### src/rtl/sfft_readout_bridge.sv
// Host byte-bus readout of the SFFT output buffer, with frame-lock handshake and frame/overrun counters.
// Latency: readdata is valid exactly 2 cycles after chipselect&read; back-to-back reads pipeline one per cycle.
// Backpressure: none toward the host; buf_lock holds the pipeline off the output buffer while locked.
module sfft_readout_bridge #(
    parameter int NUM_WORDS   = 256,
    parameter int WORD_BYTES  = 4,
    parameter int ADDR_WIDTH  = 16,
    parameter int COUNT_WIDTH = 32,
    localparam int BUF_AW     = $clog2(NUM_WORDS)
) (
    input  logic                    clk,
    input  logic                    reset,
    input  logic                    chipselect,
    input  logic                    write,
    input  logic                    read,
    input  logic [ADDR_WIDTH-1:0]   address,
    input  logic [7:0]              writedata,
    output logic [7:0]              readdata,
    input  logic                    frame_done,
    output logic                    buf_lock,
    output logic [BUF_AW-1:0]       buf_addr,
    input  logic [8*WORD_BYTES-1:0] buf_data
);

    localparam logic [ADDR_WIDTH-1:0] SBASE     = ADDR_WIDTH'(NUM_WORDS * WORD_BYTES);
    localparam logic [ADDR_WIDTH-1:0] STAT_ADDR = SBASE + ADDR_WIDTH'(4);

    typedef enum logic [1:0] {UNLOCKED, PENDING, LOCKED} state_t;
    typedef enum logic [1:0] {SRC_BUF, SRC_REG, SRC_ZERO} src_t;

    state_t                 state, state_nxt;
    logic                   lock_req;
    logic [COUNT_WIDTH-1:0] frame_cnt, snap_cnt;
    logic [7:0]             ovr_cnt;
    logic                   ovr_sticky, frame_seen;

    logic       rd_en, wr_stat, req, clr, in_buf, in_reg;
    logic       rd_q;
    src_t       src_q;
    logic [1:0] lane_q;
    logic [2:0] off_q;
    logic [7:0] status, rd_byte;
    logic [31:0] word_ext, snap_ext;

    assign rd_en   = chipselect & read;
    assign wr_stat = chipselect & write & (address == STAT_ADDR);
    // The written level takes effect in the same cycle so the FSM does not lose a cycle on the request.
    assign req     = wr_stat ? writedata[0] : lock_req;
    assign clr     = wr_stat & writedata[1];

    assign in_buf  = address < SBASE;
    assign in_reg  = !in_buf && ((address - SBASE) < ADDR_WIDTH'(6));
    // BRAM address comes straight from the host word field so data lands one cycle later.
    assign buf_addr = (rd_en && in_buf) ? BUF_AW'(address / ADDR_WIDTH'(WORD_BYTES)) : '0;

    assign word_ext = 32'(buf_data);
    assign snap_ext = 32'(snap_cnt);
    assign status   = {5'b0, ovr_sticky, state == LOCKED, (state == LOCKED) & frame_seen};

    // Read stage 0: remember which region/lane the request targets until buf_data arrives.
    always_ff @(posedge clk or posedge reset) begin
        if (reset) begin
            rd_q   <= 1'b0;
            src_q  <= SRC_ZERO;
            lane_q <= 2'd0;
            off_q  <= 3'd0;
        end else begin
            rd_q <= rd_en;
            if (rd_en) begin
                src_q  <= in_buf ? SRC_BUF : (in_reg ? SRC_REG : SRC_ZERO);
                lane_q <= 2'(address % ADDR_WIDTH'(WORD_BYTES));
                off_q  <= 3'(address - SBASE);
            end
        end
    end

    // Read stage 1: pick the requested byte from the buffer word or the register file.
    always_comb begin
        rd_byte = 8'h00;
        case (src_q)
            SRC_BUF: rd_byte = word_ext[{lane_q, 3'b000} +: 8];
            SRC_REG: begin
                case (off_q)
                    3'd0, 3'd1, 3'd2, 3'd3: rd_byte = snap_ext[{off_q[1:0], 3'b000} +: 8];
                    3'd4:                   rd_byte = status;
                    3'd5:                   rd_byte = ovr_cnt;
                    default:                rd_byte = 8'h00;
                endcase
            end
            default: rd_byte = 8'h00;
        endcase
    end

    // Output register: updated only for issued reads, otherwise holds the last byte.
    always_ff @(posedge clk or posedge reset) begin
        if (reset)     readdata <= 8'h00;
        else if (rd_q) readdata <= rd_byte;
    end

    // Lock FSM next state: grant only on a quiet cycle after a frame, so the freshest frame is held.
    always_comb begin
        state_nxt = state;
        case (state)
            UNLOCKED: if (req) state_nxt = PENDING;
            PENDING: begin
                if (!req)                            state_nxt = UNLOCKED;
                else if (frame_seen && !frame_done) state_nxt = LOCKED;
            end
            LOCKED:   if (!req) state_nxt = UNLOCKED;
            default:  state_nxt = UNLOCKED;
        endcase
    end

    // Lock FSM state, request level, registered buf_lock and the lock-entry snapshot.
    always_ff @(posedge clk or posedge reset) begin
        if (reset) begin
            state    <= UNLOCKED;
            lock_req <= 1'b0;
            buf_lock <= 1'b0;
            snap_cnt <= '0;
        end else begin
            state    <= state_nxt;
            lock_req <= req;
            buf_lock <= (state == LOCKED);
            if (state == PENDING && state_nxt == LOCKED) snap_cnt <= frame_cnt;
        end
    end

    // Free-running frame counter; frame_seen gates the first grant after reset.
    always_ff @(posedge clk or posedge reset) begin
        if (reset) begin
            frame_cnt  <= '0;
            frame_seen <= 1'b0;
        end else if (frame_done) begin
            frame_cnt  <= frame_cnt + 1'b1;
            frame_seen <= 1'b1;
        end
    end

    // Frames arriving while locked are lost to the host; count them, clear has priority.
    always_ff @(posedge clk or posedge reset) begin
        if (reset) begin
            ovr_cnt    <= 8'h00;
            ovr_sticky <= 1'b0;
        end else if (clr) begin
            ovr_cnt    <= 8'h00;
            ovr_sticky <= 1'b0;
        end else if (state == LOCKED && frame_done) begin
            if (ovr_cnt != 8'hFF) ovr_cnt <= ovr_cnt + 8'h01;
            ovr_sticky <= 1'b1;
        end
    end

endmodule

### config.mk
export PLATFORM = sky130hd
export DESIGN_NAME = sfft_readout_bridge
export DESIGN_NICKNAME = d
export VERILOG_FILES = /design/src/rtl/sfft_readout_bridge.sv
export SDC_FILE = /design/constraint.sdc
export NUM_CORES = 1
export LEC_CHECK = 0
export ABC_AREA = 1
export BUFFER_PORTS_ARGS = -buffer_cell sky130_fd_sc_hd__buf_2
export CAP_MARGIN = 40
export CORE_AREA = 3 3 139 141
export CTS_CLUSTER_SIZE = 24
export DETAILED_ROUTE_END_ITERATION = 12
export DIE_AREA = 0 0 142 144
export PLACE_DENSITY_LB_ADDON = 0.25
export SYNTH_ARGS = -nofsm -noshare
export SYNTH_HDL_FRONTEND = slang
export SYNTH_SLANG_ARGS = --single-unit
### constraint.sdc
create_clock -name clk -period 3.45 [get_ports clk]
set_clock_uncertainty 0.05 [all_clocks]
set_input_delay 0.1725 -clock clk [delete_from_list [all_inputs] [get_ports clk]]
set_output_delay 0.1725 -clock clk [all_outputs]
set_load 0.01 [all_outputs]
**Word level (Yosys, flattened, before mapping)**

Cells that the tools add are included.

- Logic and storage cells: 66
- Register bits after elaboration: 94
- Output and inout port bits: 17
- Input bits: 62

- Bitwise operators: 5
- Muxes and demuxes: 16
- Reduce and logical (&&, ||, !) cells: 14
- Shift operators: 2
- Magnitude comparators: 2
- Add/sub/neg operators: 3
- Eq/ne operators: 11

Operators with widths:

| operator | number |
|---|---|
| 32-bit by 6-bit indexed part select with 8-bit output | 2 |
| 32-bit by 1-bit adder with 32-bit output (second input constant) | 1 |
| 8-bit two-way mux | 4 |
| 8-bit one-hot mux with 3 select lines | 1 |
| 16-bit by 11-bit equality test with 1-bit output (second input constant) | 1 |
| 16-bit by 11-bit < comparator with 1-bit output (second input constant) | 1 |
| 16-bit by 3-bit < comparator with 1-bit output (second input constant) | 1 |
| 8-bit one-hot mux with 2 select lines | 1 |
| 16-bit by 11-bit subtractor with 16-bit output (second input constant) | 1 |
| 2-bit two-way mux | 6 |
| 8-bit by 1-bit adder with 8-bit output (second input constant) | 1 |
| 8-bit != test (second input constant) | 1 |
| 3-bit by 2-bit equality test with 1-bit output (second input constant) | 2 |
| 3-bit equality test (second input constant) | 2 |
| 2-bit one-hot mux with 3 select lines | 1 |
| 1-bit AND | 5 |
| 1-bit logical AND | 5 |
| 2-bit by 1-bit equality test with 1-bit output (second input constant) | 2 |
| 2-bit equality test (second input constant) | 2 |
| 2-bit logical NOT | 2 |
| 2-bit nonzero test | 2 |
| 4-bit OR reduction | 1 |
| 3-bit by 1-bit equality test with 1-bit output (second input constant) | 1 |
| 3-bit logical NOT | 1 |
| other kinds (3) | 6 |

**Depth between registers and ports, before layout**

- Depth after elaboration: 7
- Depth in mapped cells: 11

**Least setup slack after synthesis**

No wires, ideal clock.

- Path kind: register to register
- From: register ovr_cnt[0]
- To: register ovr_cnt[1]
- Path buffers: 1
- Arrival time: 1.289 ns
- Setup slack: 1.991 ns
- Setup time: 0.120 ns
- Stages on the path, launching flop included: 10
- Cells stage by stage: dfrtp_1 -> ha_1 -> nand2_1 -> nor2_1 -> nand2_1 -> nand2_2 -> inv_2 -> buf_6 -> o211ai_1 -> inv_1

- Word-level cells in the longest chain between the ends: 4

Ends and longest elaborated chain:

| what | line | text |
|---|---|---|
| from (decl) | 34 | `logic [7:0] ovr_cnt;` |
| from (signal assigned) | 149 | `if (ovr_cnt != 8'hFF) ovr_cnt <= ovr_cnt + 8'h01;` |
| 8-bit by 1-bit adder with 8-bit output | 149 |  |
| 8-bit two-way mux | 149 |  |
| 8-bit two-way mux | 148 | `end else if (state == LOCKED && frame_done) begin` |
| 8-bit two-way mux | 145 | `end else if (clr) begin` |

Several ways; a longest one is shown, not always the timed one. The select of a mux whose other input is x is not followed.
A chain may end at the register's enable or synchronous reset.

**Worst setup path after layout**

- From: register off_q[1]
- To: register readdata[2]

- Word-level cells in the longest chain between the ends: 4

Ends and longest elaborated chain:

| what | line | text |
|---|---|---|
| from (decl) | 41 | `logic [2:0] off_q;` |
| from (signal assigned) | 72 | `off_q <= 3'(address - SBASE);` |
| parallel branches: the longest is 2 deep, another holds 32-bit by 6-bit indexed part select with 8-bit output | -- |  |
| 8-bit one-hot mux with 3 select lines (*) | 83 | `case (off_q)` |
| 8-bit one-hot mux with 2 select lines (*) | 80 | `case (src_q)` |
| to (signal assigned) | 97 | `else if (rd_q) readdata <= rd_byte;` |
| to (decl) | 18 | `output logic [7:0] readdata,` |

Mark *: on every way between the ends.

==> flow_summary_export.csv <==
group,metric,value,unit
power,vdd_drop_max,0.3173,mV
power,combPwrFrac,0.227,
clock_tree,cts_max_path_buffers,2,
route,drcViolationCount,0,
sta,slew_headroom,0.5381,
final_layout,instances_no_fill,1067,
synthesis,synthSimpleGateAreaFrac,0.4351,
clock_tree,cts_tree,"built",
sta,tightest_slew,0.6920,ns
synthesis,syn-num-nets,837,
synthesis,yosys_warnings,0,
route,dr.pass1.iters,4,
synthesis,ys_seq_area_frac,0.4272,
final_layout,layout_commonest_cell,"nand2_1",
route,detail-route-antenna-nets,0,
clock_tree,cts_inserted_buffers,9,
clock_tree,insertion_delay,0.35,ns
die,die_h,144,um
final_layout,final_cell_mix,"nand2_1 (368), dfrtp_1 (91), buf_2 (72)",
global_routing,overflow,0,
route,vias,4796,
sta,period_share,0.5630,
synthesis,ys_ff_latch,92,
die,rows,49,
final_layout,postLayoutCellArea,6226,um2
job,drv_cap,0,
worst_setup_path,startpoint_type,"register",
worst_setup_path,cp-end-kind,"register",
worst_setup_path,path_cells,"inv_2 -> nand2_1 -> nor2_2 -> nand2_1 -> nand2_1 -> inv_1 -> nand2_1 -> nand2_1 -> a21oi_1",
worst_setup_path,worstPathMaxFanout,20,
global_routing,antenna_found_initial,0,
worst_setup_path,worstSetupPathType,"register to register",
synthesis,avgSynthCellArea,6.975,um2
route,via_per_inst,4.495,
synthesis,synthCells,773,
clock_tree,clock_sinks,92,
global_routing,grt_max_degree,42,
synthesis,ys.flop_type,"dfrtp_1",
global_routing,track_usage,0.1389,
route,topRoutingLayerUsed,"met4",
place,io_buffers,72,
clock_tree,htree_num_levels,3,
sta,setup_viol,0,
sta,rsz0062_at_grt,"false",
final_layout,area_growth,15.48,%
worst_hold_path,hold_class,"primary input to register",
sta,slew_viol_final,0,
place,dp_hpwl,9904,um
synthesis,synth_top_family_by_area,"simple AND/OR/NAND/NOR gates",
worst_setup_path,worstPathArrival,2.17,ns
synthesis,async_flop_share,1.000,
synthesis,synth_xor_xnor_area_share,0.02599,
final_layout,drive_gt1_frac,0.1492,
route,drtIter0Drc,212,
route,wl_met2,6195,um
synthesis,syn_area,5391,um2
route,wl_met3,512,um
clock_tree,postCtsResizedCells,0,
route,wl_met1,6803,um
power,p_seq_frac,0.448,
power,swShare,0.3474,
status,status,"completed",
die,core_area,18090,um2
sta,min_period,1.942,ns
die,num_io_pins,79,
synthesis,synth_compound_area_frac,0.03504,
power,power_switching,1.096,mW
final_layout,final_nets,897,
sta,tns,0,ns
power,intPower,2.058,mW
final_layout,n_fill_cell,1957,
route,wire_per_inst,12.84,um
synthesis,synthDistinctLibCells,33,
worst_setup_path,crit_slowest_cell,"dfrtp_1",
synthesis,muxShareOfSynthArea,0,
synthesis,synth_edf_count,0,
sta,setup_ws,1.508,ns
die,die_area,20450,um2
place,place_congestion,0.7854,
die,initial_core_util,0.2981,
sta,max_freq,514.9,MHz
route,drt-total-wl,13700,um
die,dieWidth,142,um
worst_setup_path,crit_required,3.68,ns
power,p_leak,3.369,nW
worst_setup_path,cp_common_cell,"nand2_1",
global_routing,grt_pass1_vias,4648,
sta,hold_viol_final,0,
power,clockPowerShare,0.325,
clock_tree,ctsRootBufferMaster,"clkbuf_16",
place,post_dp_cell_area,5904,um2
place,place_ws,1.274,ns
final_layout,antenna_cells,0,
worst_setup_path,crit_path_max_incr_delay,0.60,ns
power,total_power,3.154,mW
global_routing,grt_pass1_wl,23000,um
place,dp.cells,1049,
synthesis,synthAdderAreaFrac,0.004641,
power,power.density,506.6,nW/um2
clock_tree,cts.clk_slew.worst_paths,0.07,ns
worst_setup_path,r2r_slack,1.51,ns
[stage by stage]
step	utilization	hold slack, ns
floorplan	-	0.2435
global placement	0.3265	0.2200
detailed placement	0.3265	0.2180
CTS	0.3442	0.001474
global route	0.3442	0.02982
finish	0.3442	0.01193
[final timing paths]
kind	startpoint	end	depth (start not counted)
hold / removal	chipselect	src_q[1]	4
setup / recovery	off_q[1]	readdata[2]	9
setup reg to reg	off_q[1]	readdata[2]	9
max in group asynchronous	reset	ovr_cnt[1]	4
hold reg to reg	snap_cnt[6]	snap_cnt[6]	2
min in group asynchronous	reset	snap_cnt[6]	3
[sequential cells by signal, indices dropped and copies added, names as in the netlist]
name        flops
buf_lock        1
frame_cnt      32
frame_seen      1
lane_q          1
lock_req        1
off_q           2
ovr_cnt         8
ovr_sticky      1
rd_q            1
readdata        8
snap_cnt       32
src_q           2
state           2
[area by class of cell]
class	instances	area (um2)	share of cell area
multi-input cells	593	2700	0.4337
flip-flops and latches	92	2303	0.3700
repair buffers	78	410.4	0.06592
well taps	229	286.5	0.04602
clock buffers	10	229.0	0.03678
inverters	59	224.0	0.03597
clock inverters	6	72.57	0.01166
[power by group through the flow]
| stage | sequential, mW | clock, mW | combinational (mW) |
|---|---|---|---|
| floorplan | 1.37 | 0 | 0.581 |
| detailed placement | 1.43 | 0 | 0.726 |
| CTS | 1.41 | 1.05 | 0.732 |
| finish | 1.41 | 1.03 | 0.716 |
| global placement | 1.43 | 0 | 0.715 |
| global route | 1.44 | 1.09 | 0.840 |
[cells by family after synthesis]
group           after synthesis
simple gates                538
flops                        92
buf+inv                      88
compound gates               37
xor+xnor                     16
fa+ha+maj                     2
[worst max-delay path: cells and delay by family, from the launching register on]
family / cells / cell delay (ns)
flip-flops: 1 / 0.60
AO/OA/AOI/OAI: 1 / 0.14
buffers and inverters: 2 / 0.44
AND/OR/NAND/NOR: 6 / 0.62
[per-layer routing]
metal  vias to the layer above  GRT usage
met4                         0    0.03586
met2                        77     0.2199
li1                       2553          -
met3                        13    0.02811
met1                      2153     0.1948
met5                         -          0
[cells in the mapped netlist (4+ instances only)]
cell	instances	area share
xor2_1	13	0.021
inv_2	5	0.0035
a21oi_1	26	0.024
nor2_4	5	0.010
nor2_1	60	0.042
nand4_1	39	0.045
nand3b_1	8	0.011
nor2_2	6	0.0070
inv_1	54	0.038
nand3_1	25	0.023
o21ai_0	6	0.0056
nor3_1	10	0.0093
nand2_2	5	0.0058
dfrtp_1	91	0.42
buf_6	4	0.0084
buf_2	19	0.018
clkbuf_1	5	0.0035
nand2_1	368	0.26
[what timing repair did]
item                      4_1_cts  5_1_grt
hold endpoints to repair       39        0
hold buffers                    2        0
buffers inserted                0        0
Power figures use the tool's default switching activity.
